==> config.mk <==
export PLATFORM = sky130hd
export DESIGN_NAME = frame_sequencer
export DESIGN_NICKNAME = d
export VERILOG_FILES = /design/src/rtl/frame_sequencer.sv
export SDC_FILE = /design/constraint.sdc
export NUM_CORES = 1
export LEC_CHECK = 0
export ABC_AREA = 0
export CAP_MARGIN = 10
export CELL_PAD_IN_SITES_DETAIL_PLACEMENT = 1
export CELL_PAD_IN_SITES_GLOBAL_PLACEMENT = 1
export CORE_MARGIN = 3
export CORE_UTILIZATION = 38
export DETAILED_ROUTE_END_ITERATION = 8
export PLACE_DENSITY = 0.89
export SYNTH_ARGS = -nofsm -noshare
export SYNTH_HDL_FRONTEND = slang
export SYNTH_SLANG_ARGS = --single-unit
==> constraint.sdc <==
create_clock -name clk -period 3.85 [get_ports clk]
set_input_delay 0.77 -clock clk [delete_from_list [all_inputs] [get_ports clk]]
set_output_delay 0.77 -clock clk [all_outputs]
set_load 0.02 [all_outputs]
==> src/rtl/frame_sequencer.sv <==
// frame_sequencer: cuts a sample stream into BATCH_SIZE frames, pulses the detector reset
// before each frame and waits for det_done (or a timeout) between frames.
module frame_sequencer #(
  parameter int BATCH_SIZE = 1024,
  parameter int DATA_WIDTH = 20,
  parameter int CNT_WIDTH = 16,
  parameter int TIMEOUT = 4096
) (
  input  logic                  clk,
  input  logic                  reset,
  input  logic                  enable,
  input  logic                  sink_valid,
  input  logic [DATA_WIDTH-1:0] sink_re,
  input  logic [DATA_WIDTH-1:0] sink_im,
  input  logic                  det_done,
  output logic                  det_reset,
  output logic                  source_sop,
  output logic                  source_eop,
  output logic                  source_valid,
  output logic [DATA_WIDTH-1:0] source_re,
  output logic [DATA_WIDTH-1:0] source_im,
  output logic [CNT_WIDTH-1:0]  frame_count,
  output logic [CNT_WIDTH-1:0]  drop_count,
  output logic                  timeout_err,
  output logic                  busy
);
  localparam int PW = $clog2(BATCH_SIZE);
  localparam int TW = $clog2(TIMEOUT);
  typedef enum logic [1:0] {IDLE, CLEAR, STREAM, WAIT} state_t;
  state_t state, state_n;
  logic [PW-1:0] pos;
  logic [TW-1:0] timer;
  logic take, last, drop, timed_out, done;
  always_comb begin
    take = state == STREAM && sink_valid;
    last = take && pos == PW'(BATCH_SIZE - 1);
    drop = sink_valid && (state == CLEAR || state == WAIT);
    done = state == WAIT && det_done;
    timed_out = state == WAIT && !det_done && timer == TW'(TIMEOUT - 1);
    state_n = state;
    unique case (state)
      IDLE:   state_n = enable ? CLEAR : IDLE;
      CLEAR:  state_n = STREAM;
      STREAM: state_n = last ? WAIT : STREAM;
      WAIT:   state_n = (done || timed_out) ? (enable ? CLEAR : IDLE) : WAIT;
    endcase
  end
  always_ff @(posedge clk) begin
    if (reset) begin
      state        <= IDLE;
      pos          <= '0;
      timer        <= '0;
      det_reset    <= 1'b0;
      source_sop   <= 1'b0;
      source_eop   <= 1'b0;
      source_valid <= 1'b0;
      source_re    <= '0;
      source_im    <= '0;
      frame_count  <= '0;
      drop_count   <= '0;
      timeout_err  <= 1'b0;
      busy         <= 1'b0;
    end else begin
      state        <= state_n;
      busy         <= state_n != IDLE;
      det_reset    <= state_n == CLEAR;
      source_valid <= take;
      source_sop   <= take && pos == '0;
      source_eop   <= last;
      if (take) begin
        source_re <= sink_re;
        source_im <= sink_im;
      end
      pos   <= state == CLEAR ? '0 : pos + PW'(take);
      // timer rests at 0 outside WAIT, so it is already cleared on WAIT entry
      timer <= state == WAIT ? timer + 1'b1 : '0;
      if (drop && drop_count != '1) drop_count <= drop_count + 1'b1;
      if (done && frame_count != '1) frame_count <= frame_count + 1'b1;
      if (timed_out) timeout_err <= 1'b1;
    end
  end
endmodule

==> metrics.txt <==
# TYPE chip_impl_metric gauge
chip_impl_metric{name="critPathArrivalTime",unit="ps"} 2630
chip_impl_info{name="setup_repair_after_global_routing_missed_its_margin",value="no"} 1
chip_impl_info{name="layout_commonest_cell",value="sky130_fd_sc_hd__clkdlybuf4s50_1"} 1
chip_impl_metric{name="clockBufferDepth",unit=""} 2
chip_impl_metric{name="number_of_enable_flip_flop_cells_after_synthesis",unit=""} 0
chip_impl_info{name="launch_point_of_the_worst_hold_path",value="source_im[10]"} 1
chip_impl_metric{name="numCtsBuffers",unit=""} 9
chip_impl_metric{name="synth_area",unit="um^2"} 4350
chip_impl_metric{name="area_of_the_multi_input_gates",unit="um^2"} 2130
chip_impl_metric{name="worst_setup_hold_path_clk_slew",unit="ps"} 70
chip_impl_metric{name="globalRouteOverflowTotal",unit=""} 0
chip_impl_metric{name="finalHoldViolations",unit=""} 0
chip_impl_metric{name="syn2layout_area_growth",unit="%"} 36.0
chip_impl_metric{name="max_slew.worst_pin.slew",unit="ps"} 994
chip_impl_metric{name="final_max_slew_viol_count",unit=""} 0
chip_impl_metric{name="power",unit="uW"} 2110
chip_impl_metric{name="p_leak",unit="uW"} 0.00197
chip_impl_info{name="worstSetupStartpointType",value="primary input"} 1
chip_impl_metric{name="grt_overall_usage",unit=""} 0.197
chip_impl_metric{name="synth.lib_cells_used.distinct",unit=""} 45
chip_impl_metric{name="synthesis_warning_total",unit=""} 0
chip_impl_metric{name="post_cts_hold_buffer_count",unit=""} 0
chip_impl_metric{name="final_net_count",unit=""} 672
chip_impl_info{name="top_cell_family_by_delay_on_the_critical_path",value="simple AND/OR/NAND/NOR gates"} 1
chip_impl_metric{name="finalSetupTns",unit="ps"} 0
chip_impl_metric{name="fp.dieH",unit="um"} 113
chip_impl_metric{name="syn_area_per_cell",unit="um^2"} 8.50
chip_impl_metric{name="vias_in_the_first_global_route",unit=""} 4254
chip_impl_metric{name="viasPerCell",unit=""} 5.37
chip_impl_metric{name="routabilityCongestion",unit=""} 0.845
chip_impl_info{name="timing.critical_path.to_type",value="flip-flop"} 1
chip_impl_metric{name="postLayoutCoreUtil",unit=""} 0.536
chip_impl_metric{name="design_area",unit="um^2"} 5920
chip_impl_info{name="class_of_the_most_critical_setup_path",value="primary input to flip-flop"} 1
chip_impl_metric{name="period_minus_slack",unit="ps"} 2400
chip_impl_info{name="rr_endpoint",value="drop_count[0]"} 1
chip_impl_metric{name="core-area",unit="um^2"} 11000
chip_impl_metric{name="resized_cells_post_cts",unit=""} 0
chip_impl_info{name="clock_tree_from_tritoncts",value="built"} 1
chip_impl_metric{name="postSynthNetCount",unit=""} 562
chip_impl_metric{name="postSynth.asyncResetShare",unit=""} 0
chip_impl_info{name="ys_dominant_reg_cell",value="sky130_fd_sc_hd__dfxtp_1"} 1
chip_impl_metric{name="synth-seq-cells",unit=""} 102
chip_impl_info{name="layout.cells.most_common_list",value="sky130_fd_sc_hd__clkdlybuf4s50_1, sky130_fd_sc_hd__dfxtp_1, sky130_fd_sc_hd__nand2_1, sky130_fd_sc_hd__a21oi_1, sky130_fd_sc_hd__nor2_1"} 1
chip_impl_metric{name="drt_wl_total",unit="mm"} 12.7
chip_impl_info{name="cp_cell_sequence",value="clkdlybuf4s50_1, nand3_1, nor4_1, mux2_2"} 1
chip_impl_metric{name="dpl_cell_area",unit="um^2"} 5640
chip_impl_metric{name="postRouteAntennaNets",unit=""} 0
chip_impl_metric{name="antenna_found_initial",unit=""} 0
chip_impl_metric{name="top_level_ports",unit=""} 123
chip_impl_metric{name="clkLatencyLatePin",unit="ps"} 340
chip_impl_metric{name="cap_viol_max_count",unit=""} 0
chip_impl_metric{name="die_area",unit="um^2"} 12800
chip_impl_metric{name="setup_violations",unit=""} 0
chip_impl_metric{name="remaining_drc_errors",unit=""} 0
chip_impl_metric{name="worst-path-max-fanout",unit=""} 18
chip_impl_metric{name="cts_sinks",unit=""} 102
chip_impl_info{name="hold_path_class",value="flip-flop to flip-flop"} 1
chip_impl_metric{name="reg2regPathDepth",unit=""} 5
chip_impl_metric{name="clock_tree.htree_level_count",unit=""} 3
chip_impl_info{name="critical-path-slowest-cell",value="sky130_fd_sc_hd__clkdlybuf4s50_1"} 1
chip_impl_metric{name="irDropWorstVdd",unit="mV"} 0.186
chip_impl_metric{name="worst-r2r-setup-slack",unit="ps"} 1640
chip_impl_metric{name="power-per-cell-area",unit="nW/um^2"} 357
chip_impl_metric{name="antenna-diode-count",unit=""} 0
chip_impl_metric{name="drt_pass1_iterations",unit=""} 4
chip_impl_metric{name="initial_utilization",unit=""} 0.394
chip_impl_metric{name="synth_sequential_area_ratio",unit=""} 0.469
chip_impl_metric{name="worst_ep_required_time",unit="ps"} 4070
chip_impl_metric{name="clock.fmax",unit="MHz"} 416
chip_impl_metric{name="final.period_utilization",unit=""} 0.624
chip_impl_metric{name="cp.buffers_inverters",unit=""} 1
chip_impl_metric{name="layout-drive-gt1-share",unit=""} 0.0590
chip_impl_metric{name="dr_total_vias",unit=""} 4117
chip_impl_metric{name="hold-path-cell-count",unit=""} 2
chip_impl_metric{name="max-slew-margin-rel",unit=""} 0.333
chip_impl_metric{name="dp_hpwl",unit="mm"} 9.17
chip_impl_metric{name="fill_cells",unit=""} 1298
chip_impl_metric{name="ff_latch_area",unit="um^2"} 2040
chip_impl_info{name="critical_path.reg2reg.startpoint",value="drop_count[0]"} 1
chip_impl_metric{name="drt_iter0_drc",unit=""} 158
chip_impl_metric{name="floorplan.die.width",unit="um"} 113
chip_impl_metric{name="crit_path_max_incr_delay",unit="ps"} 540
chip_impl_metric{name="grt_start_max_net_pins",unit=""} 47
chip_impl_metric{name="global_route_wire_length_before_repair",unit="mm"} 20.8
chip_impl_metric{name="wl_per_cell",unit="um"} 16.6
chip_impl_metric{name="final_setup_skew",unit="ps"} 10.2
chip_impl_metric{name="port_buffers",unit=""} 122
chip_impl_info{name="run_status",value="finished clean"} 1
chip_impl_info{name="ctsRootBufferMaster",value="sky130_fd_sc_hd__clkbuf_16"} 1
chip_impl_metric{name="syn-instance-count",unit=""} 512
chip_impl_metric{name="rows",unit=""} 38
chip_impl_info{name="hold_path_end",value="source_im[10]"} 1
chip_impl_metric{name="post-cts-setup-buffers",unit=""} 0
cell type report:
class,count,share of cell area
multi-input combinational,370,0.360
sequential,102,0.345
timing repair buffer,126,0.211
clock buffer,11,0.0410
tap,140,0.0296
inverter,13,0.00825
clock inverter,5,0.00571
synth_stat cells, types with 2 or more instances:
cell type	instances	area [um^2]
sky130_fd_sc_hd__o21ai_0	12	60.1
sky130_fd_sc_hd__or4_1	15	113
sky130_fd_sc_hd__clkbuf_1	16	60.1
sky130_fd_sc_hd__o41ai_1	2	17.5
sky130_fd_sc_hd__nand4_1	12	75.1
sky130_fd_sc_hd__nand2_1	99	372
sky130_fd_sc_hd__buf_6	2	22.5
sky130_fd_sc_hd__o31a_1	2	17.5
sky130_fd_sc_hd__o21ba_2	2	20.0
sky130_fd_sc_hd__or3_1	10	62.6
sky130_fd_sc_hd__nor3b_1	2	15.0
sky130_fd_sc_hd__nor4_2	3	37.5
sky130_fd_sc_hd__inv_1	13	48.8
sky130_fd_sc_hd__nand3_1	22	110
sky130_fd_sc_hd__mux2_2	4	45.0
sky130_fd_sc_hd__nor4_1	8	50.1
sky130_fd_sc_hd__nand4_2	2	25.0
sky130_fd_sc_hd__nor3_1	5	25.0
sky130_fd_sc_hd__buf_4	2	15.0
sky130_fd_sc_hd__and3_1	5	31.3
sky130_fd_sc_hd__and2_1	3	18.8
sky130_fd_sc_hd__xnor2_1	4	35.0
sky130_fd_sc_hd__nor4_4	2	42.5
sky130_fd_sc_hd__ha_1	5	62.6
sky130_fd_sc_hd__buf_2	6	30.0
sky130_fd_sc_hd__and4_1	8	70.1
sky130_fd_sc_hd__nor2b_1	7	43.8
sky130_fd_sc_hd__o31ai_1	14	105
sky130_fd_sc_hd__nor2_1	31	116
sky130_fd_sc_hd__a31oi_1	2	12.5
sky130_fd_sc_hd__dfxtp_1	102	2040
sky130_fd_sc_hd__xor2_1	12	105
sky130_fd_sc_hd__a21oi_1	66	330
power by group:
group / internal, uW / switching, uW / total (uW) / leakage, uW
clock network: 457 / 394 / 850 / 0.000132
logic: 86.2 / 87.1 / 173 / 0.00102
registers: 1070 / 14.2 / 1090 / 0.000824
total: 1620 / 495 / 2110 / 0.00197
kinds of logic after synthesis:
family,after synthesis,synth area share
fa+ha+maj,5,0.0144
mux,5,0.0138
flops,102,0.469
buf+inv,40,0.0414
compound gates,104,0.137
simple gates,240,0.292
xor+xnor,16,0.0322
sequential cells by signal (all words and copies together), names as in the netlist, 2 cells and up:
register and flops:
drop_count 16, frame_count 16, pos 10, source_im 20, source_re 20, state 2
timer 12
metrics by stage:
| step | hold WS (ps) | setup slack, ps | cells |
|---|---|---|---|
| 2_1_floorplan | 413 | 1610 | 512 |
| 3_3_place_gp | 424 | 1190 | 751 |
| 3_5_place_dp | 449 | 1130 | 751 |
| 4_1_cts | 459 | 1450 | 767 |
| 5_1_grt | 475 | 1270 | 767 |
| 6_report | 455 | 1450 | 767 |
worst max path at each step:
| stage | depth (start not counted) | end | from | slack [ps] |
|---|---|---|---|---|
| 2_1_floorplan | 8 | pos[6] | sink_valid | 1610 |
| 3_3_place_gp | 4 | frame_count[8] | det_done | 1190 |
| 5_1_grt | 4 | frame_count[10] | det_done | 1270 |
| 6_report | 4 | frame_count[10] | det_done | 1450 |
| 4_1_cts | 4 | frame_count[10] | det_done | 1450 |
| 3_5_place_dp | 4 | frame_count[10] | det_done | 1130 |
per-layer routing:
| metal | global-route usage | part of all wire |
|---|---|---|
| met1 | 0.233 | 0.41 |
| met2 | 0.362 | 0.54 |
| met3 | 0.0316 | 0.031 |
| met4 | 0.0657 | 0.020 |
| met5 | 0 | 0 |
worst min-delay path, cell delays in order, from the launching register on:
cell and delay, ps:
sky130_fd_sc_hd__dfxtp_1 310, sky130_fd_sc_hd__nand2_1 50, sky130_fd_sc_hd__a21oi_1 50
(Power assumes the default switching activity.)
